`src/rtl/sync_pchb_merge_if.sv`:
```
// sync_pchb_merge_if
// Bundles the dual-rail channels around the clocked merge.
//   L0, L1     : dual-rail input tokens   (master -> slave)
//   L0e, L1e   : input enables            (slave  -> master)
//   R          : dual-rail merged output  (slave  -> master)
//   Re         : R receiver enable        (master -> slave)
//   SELECT     : dual-rail source token   (slave  -> master)
//   SELECTe    : SELECT receiver enable   (master -> slave)
//   ERR        : sticky illegal-code flag (slave  -> master)
// The merge itself uses the slave modport.
interface sync_pchb_merge_if;
  logic [1:0] L0;
  logic [1:0] L1;
  logic [1:0] R;
  logic [1:0] SELECT;
  logic       L0e;
  logic       L1e;
  logic       Re;
  logic       SELECTe;
  logic       ERR;

  modport master (
    output L0, L1, Re, SELECTe,
    input  L0e, L1e, R, SELECT, ERR
  );

  modport slave (
    input  L0, L1, Re, SELECTe,
    output L0e, L1e, R, SELECT, ERR
  );
endinterface

```
`src/rtl/sync_pchb_merge.sv`:
```
// sync_pchb_merge
// Clocked two-input merge for dual-rail four-phase channels. It arbitrates
// between L0 and L1, forwards the winning token on R and emits a SELECT
// token naming the source input. All asynchronous inputs are synchronized
// and all outputs are registered.
// Ports:
//   CLK   : sole clock, rising edge
//   RESET : asynchronous, active-high
//   ch    : channel bundle (slave side), see sync_pchb_merge_if
// Parameter:
//   SYNC_STAGES : synchronizer depth for L0, L1, Re, SELECTe (1..3)
//
// state      | meaning
// -----------+--------------------------------------------------------
// ST_IDLE    | both enables high, outputs neutral, waiting for a token
// ST_SEND    | winner forwarded on R/SELECT, waiting for Re/SELECTe low
// ST_RELEASE | outputs neutral, waiting for receivers ready and the
//            | winner's input back to neutral
module sync_pchb_merge #(
  parameter int SYNC_STAGES = 2
) (
  input  logic          CLK,
  input  logic          RESET,
  sync_pchb_merge_if.slave ch
);

  typedef enum logic [1:0] {ST_IDLE, ST_SEND, ST_RELEASE} state_t;

  // Synchronizer chain, one 6-bit word per stage: {SELECTe, Re, L1, L0}.
  logic [5:0] sync_q [SYNC_STAGES];

  always_ff @(posedge CLK or posedge RESET) begin
    if (RESET) begin
      for (int i = 0; i < SYNC_STAGES; i++) sync_q[i] <= 6'b0;
    end else begin
      sync_q[0] <= {ch.SELECTe, ch.Re, ch.L1, ch.L0};
      for (int i = 1; i < SYNC_STAGES; i++) sync_q[i] <= sync_q[i-1];
    end
  end

  logic [1:0] s_l0, s_l1;
  logic       s_re, s_sele;

  assign s_l0   = sync_q[SYNC_STAGES-1][1:0];
  assign s_l1   = sync_q[SYNC_STAGES-1][3:2];
  assign s_re   = sync_q[SYNC_STAGES-1][4];
  assign s_sele = sync_q[SYNC_STAGES-1][5];

  logic v0, v1, bad0, bad1;
  assign v0   = s_l0[1] ^ s_l0[0];
  assign v1   = s_l1[1] ^ s_l1[0];
  assign bad0 = &s_l0;
  assign bad1 = &s_l1;

  state_t     state_q, state_d;
  logic [1:0] r_q, r_d, sel_q, sel_d;
  logic       l0e_q, l0e_d, l1e_q, l1e_d;
  logic       win_q, win_d, last_q, last_d, err_q, err_d;

  logic go, drop, rel, grant1;

  // L1 takes a contended grant unless it won the previous token.
  assign grant1 = v1 & (~v0 | ~last_q);
  assign go     = s_re & s_sele & (v0 | v1);
  assign drop   = ~s_re & ~s_sele;
  assign rel    = s_re & s_sele & (win_q ? (s_l1 == 2'b00) : (s_l0 == 2'b00));

  always_ff @(posedge CLK or posedge RESET) begin
    if (RESET) begin
      state_q <= ST_IDLE;
      r_q     <= 2'b00;
      sel_q   <= 2'b00;
      l0e_q   <= 1'b1;
      l1e_q   <= 1'b1;
      win_q   <= 1'b0;
      last_q  <= 1'b0;
      err_q   <= 1'b0;
    end else begin
      state_q <= state_d;
      r_q     <= r_d;
      sel_q   <= sel_d;
      l0e_q   <= l0e_d;
      l1e_q   <= l1e_d;
      win_q   <= win_d;
      last_q  <= last_d;
      err_q   <= err_d;
    end
  end

  always_comb begin
    state_d = state_q;
    case (state_q)
      ST_IDLE:    if (go)   state_d = ST_SEND;
      ST_SEND:    if (drop) state_d = ST_RELEASE;
      ST_RELEASE: if (rel)  state_d = ST_IDLE;
      default:              state_d = ST_IDLE;
    endcase
  end

  // Next values of the registered outputs; they only move on the same
  // transitions as the state, so R and SELECT always change together.
  always_comb begin
    r_d    = r_q;
    sel_d  = sel_q;
    l0e_d  = l0e_q;
    l1e_d  = l1e_q;
    win_d  = win_q;
    last_d = last_q;
    err_d  = err_q | bad0 | bad1;
    case (state_q)
      ST_IDLE: begin
        if (go) begin
          win_d = grant1;
          r_d   = grant1 ? s_l1 : s_l0;
          sel_d = grant1 ? 2'b10 : 2'b01;
          l0e_d = grant1;
          l1e_d = ~grant1;
        end
      end
      ST_SEND: begin
        if (drop) begin
          r_d   = 2'b00;
          sel_d = 2'b00;
        end
      end
      ST_RELEASE: begin
        if (rel) begin
          l0e_d  = 1'b1;
          l1e_d  = 1'b1;
          last_d = win_q;
        end
      end
      default: begin
        r_d   = 2'b00;
        sel_d = 2'b00;
      end
    endcase
  end

  assign ch.R      = r_q;
  assign ch.SELECT = sel_q;
  assign ch.L0e    = l0e_q;
  assign ch.L1e    = l1e_q;
  assign ch.ERR    = err_q;

endmodule

```
`src/flat_wrapper.sv`:
```
// flat-port wrapper written by rule: the top's interface ports become plain ports
module sync_pchb_merge_flat 
#(
  parameter int SYNC_STAGES = 2
)
  (CLK, RESET, ch_L0, ch_L1, ch_Re, ch_SELECTe, ch_L0e, ch_L1e, ch_R, ch_SELECT, ch_ERR);
  sync_pchb_merge_if ch_i ();
  input  logic CLK;
  input  logic RESET;
  input wire logic [$bits(ch_i.L0)-1:0] ch_L0;
  input wire logic [$bits(ch_i.L1)-1:0] ch_L1;
  input wire logic [$bits(ch_i.Re)-1:0] ch_Re;
  input wire logic [$bits(ch_i.SELECTe)-1:0] ch_SELECTe;
  output wire logic [$bits(ch_i.L0e)-1:0] ch_L0e;
  output wire logic [$bits(ch_i.L1e)-1:0] ch_L1e;
  output wire logic [$bits(ch_i.R)-1:0] ch_R;
  output wire logic [$bits(ch_i.SELECT)-1:0] ch_SELECT;
  output wire logic [$bits(ch_i.ERR)-1:0] ch_ERR;
  assign ch_i.L0 = ch_L0;
  assign ch_i.L1 = ch_L1;
  assign ch_i.Re = ch_Re;
  assign ch_i.SELECTe = ch_SELECTe;
  assign ch_L0e = ch_i.L0e;
  assign ch_L1e = ch_i.L1e;
  assign ch_R = ch_i.R;
  assign ch_SELECT = ch_i.SELECT;
  assign ch_ERR = ch_i.ERR;
  sync_pchb_merge #(.SYNC_STAGES(SYNC_STAGES)) u_core (.CLK(CLK), .RESET(RESET), .ch(ch_i));
endmodule
```
`config.mk`:
```
export PLATFORM = sky130hd
export DESIGN_NAME = sync_pchb_merge_flat
export DESIGN_NICKNAME = d
export VERILOG_FILES = /design/src/rtl/sync_pchb_merge_if.sv /design/src/rtl/sync_pchb_merge.sv /design/src/flat_wrapper.sv
export SDC_FILE = /design/constraint.sdc
export NUM_CORES = 1
export LEC_CHECK = 0
export ABC_AREA = 1
export CAP_MARGIN = 10
export CORE_MARGIN = 5
export CORE_UTILIZATION = 51
export DETAILED_ROUTE_END_ITERATION = 16
export PLACE_DENSITY_LB_ADDON = 0.2
export SLEW_MARGIN = 20
export SYNTH_ARGS = -nofsm -noshare
export SYNTH_HDL_FRONTEND = slang
export SYNTH_SLANG_ARGS = --single-unit
export TNS_END_PERCENT = 10
```
`constraint.sdc`:
```
create_clock -name CLK -period 1.8 [get_ports CLK]
set_input_delay 0.36 -clock CLK [delete_from_list [all_inputs] [get_ports CLK]]
set_output_delay 0.36 -clock CLK [all_outputs]
set_load 0.01 [all_outputs]
```
# == Word level (Yosys, flattened, before mapping) ==
# Index checks and enable logic that the tools add are counted.
# word_totals
reg_bits,23
in_bits,8
output_inout_bits,7
elab_cells,60
# op_classes
n_eq_ne,5
muxes,17
bitwise,17
reduce_logical,11
# ops
op,count
$pmux 2 s3,3
$mux 2,8
$reduce_and 3->1,3
$reduce_and 2->1,4
$logic_not 2->1,3
$ne 2x1->1 const B,3
$not 1->1,6
$and 1x1->1,5
$mux 1,4
$or 1x1->1,4
$pmux 1 s2,2
$eq 2x1->1 const B,1
$eq 2x2->1 const B,1
$reduce_bool 2->1,1
$xor 1x1->1,2

# == Depth between registers and ports, before layout ==
# depth
depth_word,7
depth_mapped,9
ltp_nobuf,9

# == Least setup slack after synthesis ==
# OpenSTA, ideal clock, no wires.
# synth_path
path_kind,reg-to-reg
startpoint,"register u_core.sync_q, in the netlist u_core.s_l1[0]"
endpoint,"register u_core.r_q[0], in the netlist u_core.ch.R[0]"
setup_ns,0.116
arrival_time_ns,1.138
required_ns,1.684
slack_ns,0.545
path_stages_with_launch,9
n_path_buf,0
synth_period_minus_slack_ns,1.255
cell_sequence,dfrtp_1 > inv_1 > ha_1 > nor2_1 > nor2_2 > nor2_1 > nor2_1 > nand2_1 > nand2_1
# synth_via
elab_chain_cells,5
word_cells_on_any_way,9
classes_between,eq/ne (1); mux (3); bitwise (4); reduce/logical (1)
# synth_rtl
element,line,rtl
from (decl),sync_pchb_merge.sv:30,logic [5:0] sync_q [SYNC_STAGES];
$xor 1x1->1,sync_pchb_merge.sv:51,assign v1 = s_l1[1] ^ s_l1[0];
$and 1x1->1 / $or 1x1->1 (equally long branches),"sync_pchb_merge.sv:63, sync_pchb_merge.sv:64",
$mux 2 / $and 1x1->1 (equally long branches),"sync_pchb_merge.sv:114, sync_pchb_merge.sv:64",
$mux 2 / $ne 2x1->1 (equally long branches),n/a,
$pmux 2 s3 / $reduce_and 3->1 (equally long branches),n/a,
to (signal assigned),sync_pchb_merge.sv:80,r_q <= r_d;
to (decl),sync_pchb_merge.sv:56,"logic [1:0] r_q, r_d, sel_q, sel_d;"
# Parallel ways exist; a longest one is shown, timed or not. The select of a mux whose other input is x is not followed.
# A chain may end at the register's enable or synchronous reset.

# == Worst setup path after layout ==
# layout_path
startpoint,"register u_core.l0e_q, in the netlist u_core.ch.L0e"
endpoint,output ch_L0e
# layout_lines
element,line,rtl
from (decl),sync_pchb_merge.sv:57,"logic l0e_q, l0e_d, l1e_q, l1e_d;"
from (signal assigned),sync_pchb_merge.sv:82,l0e_q <= l0e_d;
to (decl),flat_wrapper.sv:14,output wire logic [$bits(ch_i.L0e)-1:0] ch_L0e;
# No word-level cell between the ends.

==> results.sh <==
export IMPL_synth_edf_count=0
export IMPL_power_uw=1460
export IMPL_ys_warn_count=0
export IMPL_clk_latency_ns=0.30
export IMPL_yosysSeqAreaShare=0.598
export IMPL_power_density_mw_per_mm2=1240
export IMPL_ctsRootBufferMaster="clkbuf_4"
export IMPL_dieArea_mm2=0.00286
export IMPL_multi_input_area_um2=332
export IMPL_post_cts_buffers=0
export IMPL_finalNonFillerCells=142
export IMPL_clock_sinks=23
export IMPL_num_vias=671
export IMPL_grt_total_usage=0.140
export IMPL_synth_ff_type="dfrtp_1"
export IMPL_dr_pass1_iters=5
export IMPL_post_route_drc_count=0
export IMPL_nNetsFinal=130
export IMPL_area_growth_pct=21.4
export IMPL_grt_start_max_net_pins=24
export IMPL_post_place_cells=138
export IMPL_seq_area_um2=578
export IMPL_r2r_slack_ns=0.37
export IMPL_syn_avg_cell_area_um2=9.86
export IMPL_finalCritPeriodShare=0.964
export IMPL_ios=15
export IMPL_crit_chain="clkdlybuf4s50_1"
export IMPL_synth_largest_area_cell="dfrtp_1"
export IMPL_cp_num_buf_inv=1
export IMPL_hold_class="reg2reg"
export IMPL_setup_violations_final=0
export IMPL_critPathLaunchType="flop"
export IMPL_tritoncts="done"
export IMPL_critical_path_top_delay_family="flip-flops"
export IMPL_wl_per_cell_um=10.7
export IMPL_drt_iter0_markers=7
export IMPL_synth_commonest_cells="nand2_1 (33), dfrtp_1 (21), inv_1 (12), nand3_1 (7)"
export IMPL_htree_levels=1
export IMPL_viasPerCell=4.73
export IMPL_crit_path_end_kind="output port"
export IMPL_leakage_uw=0.000605
export IMPL_antenna_found_initial=0
export IMPL_synth_compound_area_share=0.0181
export IMPL_io_buffer_count=14
export IMPL_tns_ns=0
export IMPL_finalClockSkew_ns=0.00176
export IMPL_whs_ns=0.359
export IMPL_antenna_cells=0
export IMPL_min_period_ns=1.73
export IMPL_slowest_stage="dfstp_2"
export IMPL_status="finished, final reports clean"
export IMPL_cpPeakStageDelay_ns=0.55
export IMPL_synth_fp_nets=110
export IMPL_cp_required_ns=1.44
export IMPL_min_delay_start="u_core.sync_q[6]"
export IMPL_path_class="reg2out"
export IMPL_syn_inst=98
export IMPL_syn_cell_area_um2=966
export IMPL_start_util=0.548
export IMPL_synthAdderAreaFrac=0.0518
export IMPL_hold_buffers=0
export IMPL_synth_seq_cells=23
export IMPL_clock_path_buffers=2
export IMPL_cts_resized=0
export IMPL_synthSimpleGateAreaFrac=0.273
export IMPL_async_reset_ff_frac=1.00
export IMPL_arrival_ns=1.37
export IMPL_grt_pass1_vias=705
export IMPL_final_layout_size_suffix_gt1_frac=0.154
export IMPL_worst_pin_slew_ns=0.277
export IMPL_yosysMostFrequentCell="nand2_1"
export IMPL_drv_slew=0
export IMPL_fmax_mhz=577
export IMPL_gp_congestion=0.851
export IMPL_grt_pass1_wl_mm=2.82
export IMPL_rsz0062_at_grt="false"
export IMPL_fillers=150
export IMPL_slew_headroom=0.815
export IMPL_cts_buffers=3
export IMPL_cap_violations=0
export IMPL_dieWidth_um=53.5
export IMPL_clkTransAtPathRegs_ns=0.12
export IMPL_ir_worst_vdd_mv=0.703
export IMPL_yosys_area_top_type_share=0.544
export IMPL_synth_top_family_by_area="simple AND/OR/NAND/NOR gates"
export IMPL_ant_nets=0
export IMPL_hold_viol_final=0
export IMPL_grt_overflow=0
export IMPL_synthXorXnorAreaFrac=0
export IMPL_core_region_area_mm2=0.00176
export IMPL_die_h_um=53.5
export IMPL_dpl_hpwl_mm=1.20
export IMPL_drt_wl_total_mm=1.52
export IMPL_synthMuxAreaShare=0
export IMPL_reg2reg_from="u_core.s_l0[0]"
export IMPL_startpoint="u_core.ch.L0e"
export IMPL_synth_area_leaders="dfrtp_1 (54%), nand2_1 (13%), dfstp_2 (5.4%)"
export IMPL_synth_cell_types=16
export IMPL_critPathMaxFanout=2
export IMPL_rows=15
## sequential cells by signal (all words and copies together) (netlist names)
| name | cells |
|---|---|
| u_core.ch.L0e | 1 |
| u_core.ch.R | 2 |
| u_core.s_sele | 1 |
| u_core.ch.SELECT | 2 |
| u_core.ch.L1e | 1 |
| u_core.s_l1 | 2 |
| u_core.sync_q | 6 |
| u_core.s_l0 | 2 |
| u_core.state_q | 2 |
| u_core.win_q | 1 |
| u_core.last_q | 1 |
| u_core.ch.ERR | 1 |
| u_core.s_re | 1 |
## stage by stage
stage / worst slack, ns / utilization / area (um2)
4_1_cts: 0.0418 / 0.665 / 1170
3_5_place_dp: 0.395 / 0.649 / 1140
6_report: 0.0655 / 0.665 / 1170
2_1_floorplan: 0.545 / - / 966
3_3_place_gp: 0.407 / 0.649 / 1140
5_1_grt: 0.00870 / 0.665 / 1170
## power by group
part / switching [uW] / total, uW / internal, uW
registers: 77.0 / 713 / 636
logic: 291 / 517 / 226
clock network: 143 / 226 / 82.9
total: 511 / 1460 / 945
## placed cells by master, fill, tap and decap left out, types with 3 or more instances in the layout
cell type,netlist,layout
inv_1,12,12
nand2_1,33,33
nor2_4,3,3
dfrtp_1,21,21
ha_1,4,4
nor2_1,4,4
clkdlybuf4s50_1,0,14
clkbuf_4,0,3
inv_2,3,3
nand3_1,7,7
## cell type report
class / count / share of cell area
clock buffer: 3 / 0.0192
clock inverter: 1 / 0.00427
multi-input combinational: 60 / 0.283
sequential: 23 / 0.493
inverter: 15 / 0.0480
tap: 25 / 0.0267
timing repair buffer: 15 / 0.126
## kinds of logic (layout without fill, tap and decap cells)
kind of cell,count (synthesis),count (layout)
AO/OA/AOI/OAI,3,3
buffers and inverters,15,34
flip-flops,23,23
AND/OR/NAND/NOR,53,53
adder cells (fa/ha/maj),4,4
## metal layers
metal,vias to the layer above,GRT usage,share of wire
met4,0,0.0766,0.022
met1,314,0.167,0.45
li1,339,-,-
met5,-,0,0
met3,4,0.0338,0.036
met2,14,0.229,0.50
## path summary, 6_finish.rpt
| check | to | cells after the start |
|---|---|---|
| worst max-delay path | ch_L0e | 1 |
| worst min-delay path | u_core.s_l0[0] | 0 |
| worst max register to register | u_core.ch.R[1] | 9 |
| worst min register to register | u_core.s_l0[0] | 0 |
| max in group asynchronous | u_core.ch.L0e | 3 |
| min in group asynchronous | u_core.sync_q[7] | 3 |
(Power assumes the default switching activity.)
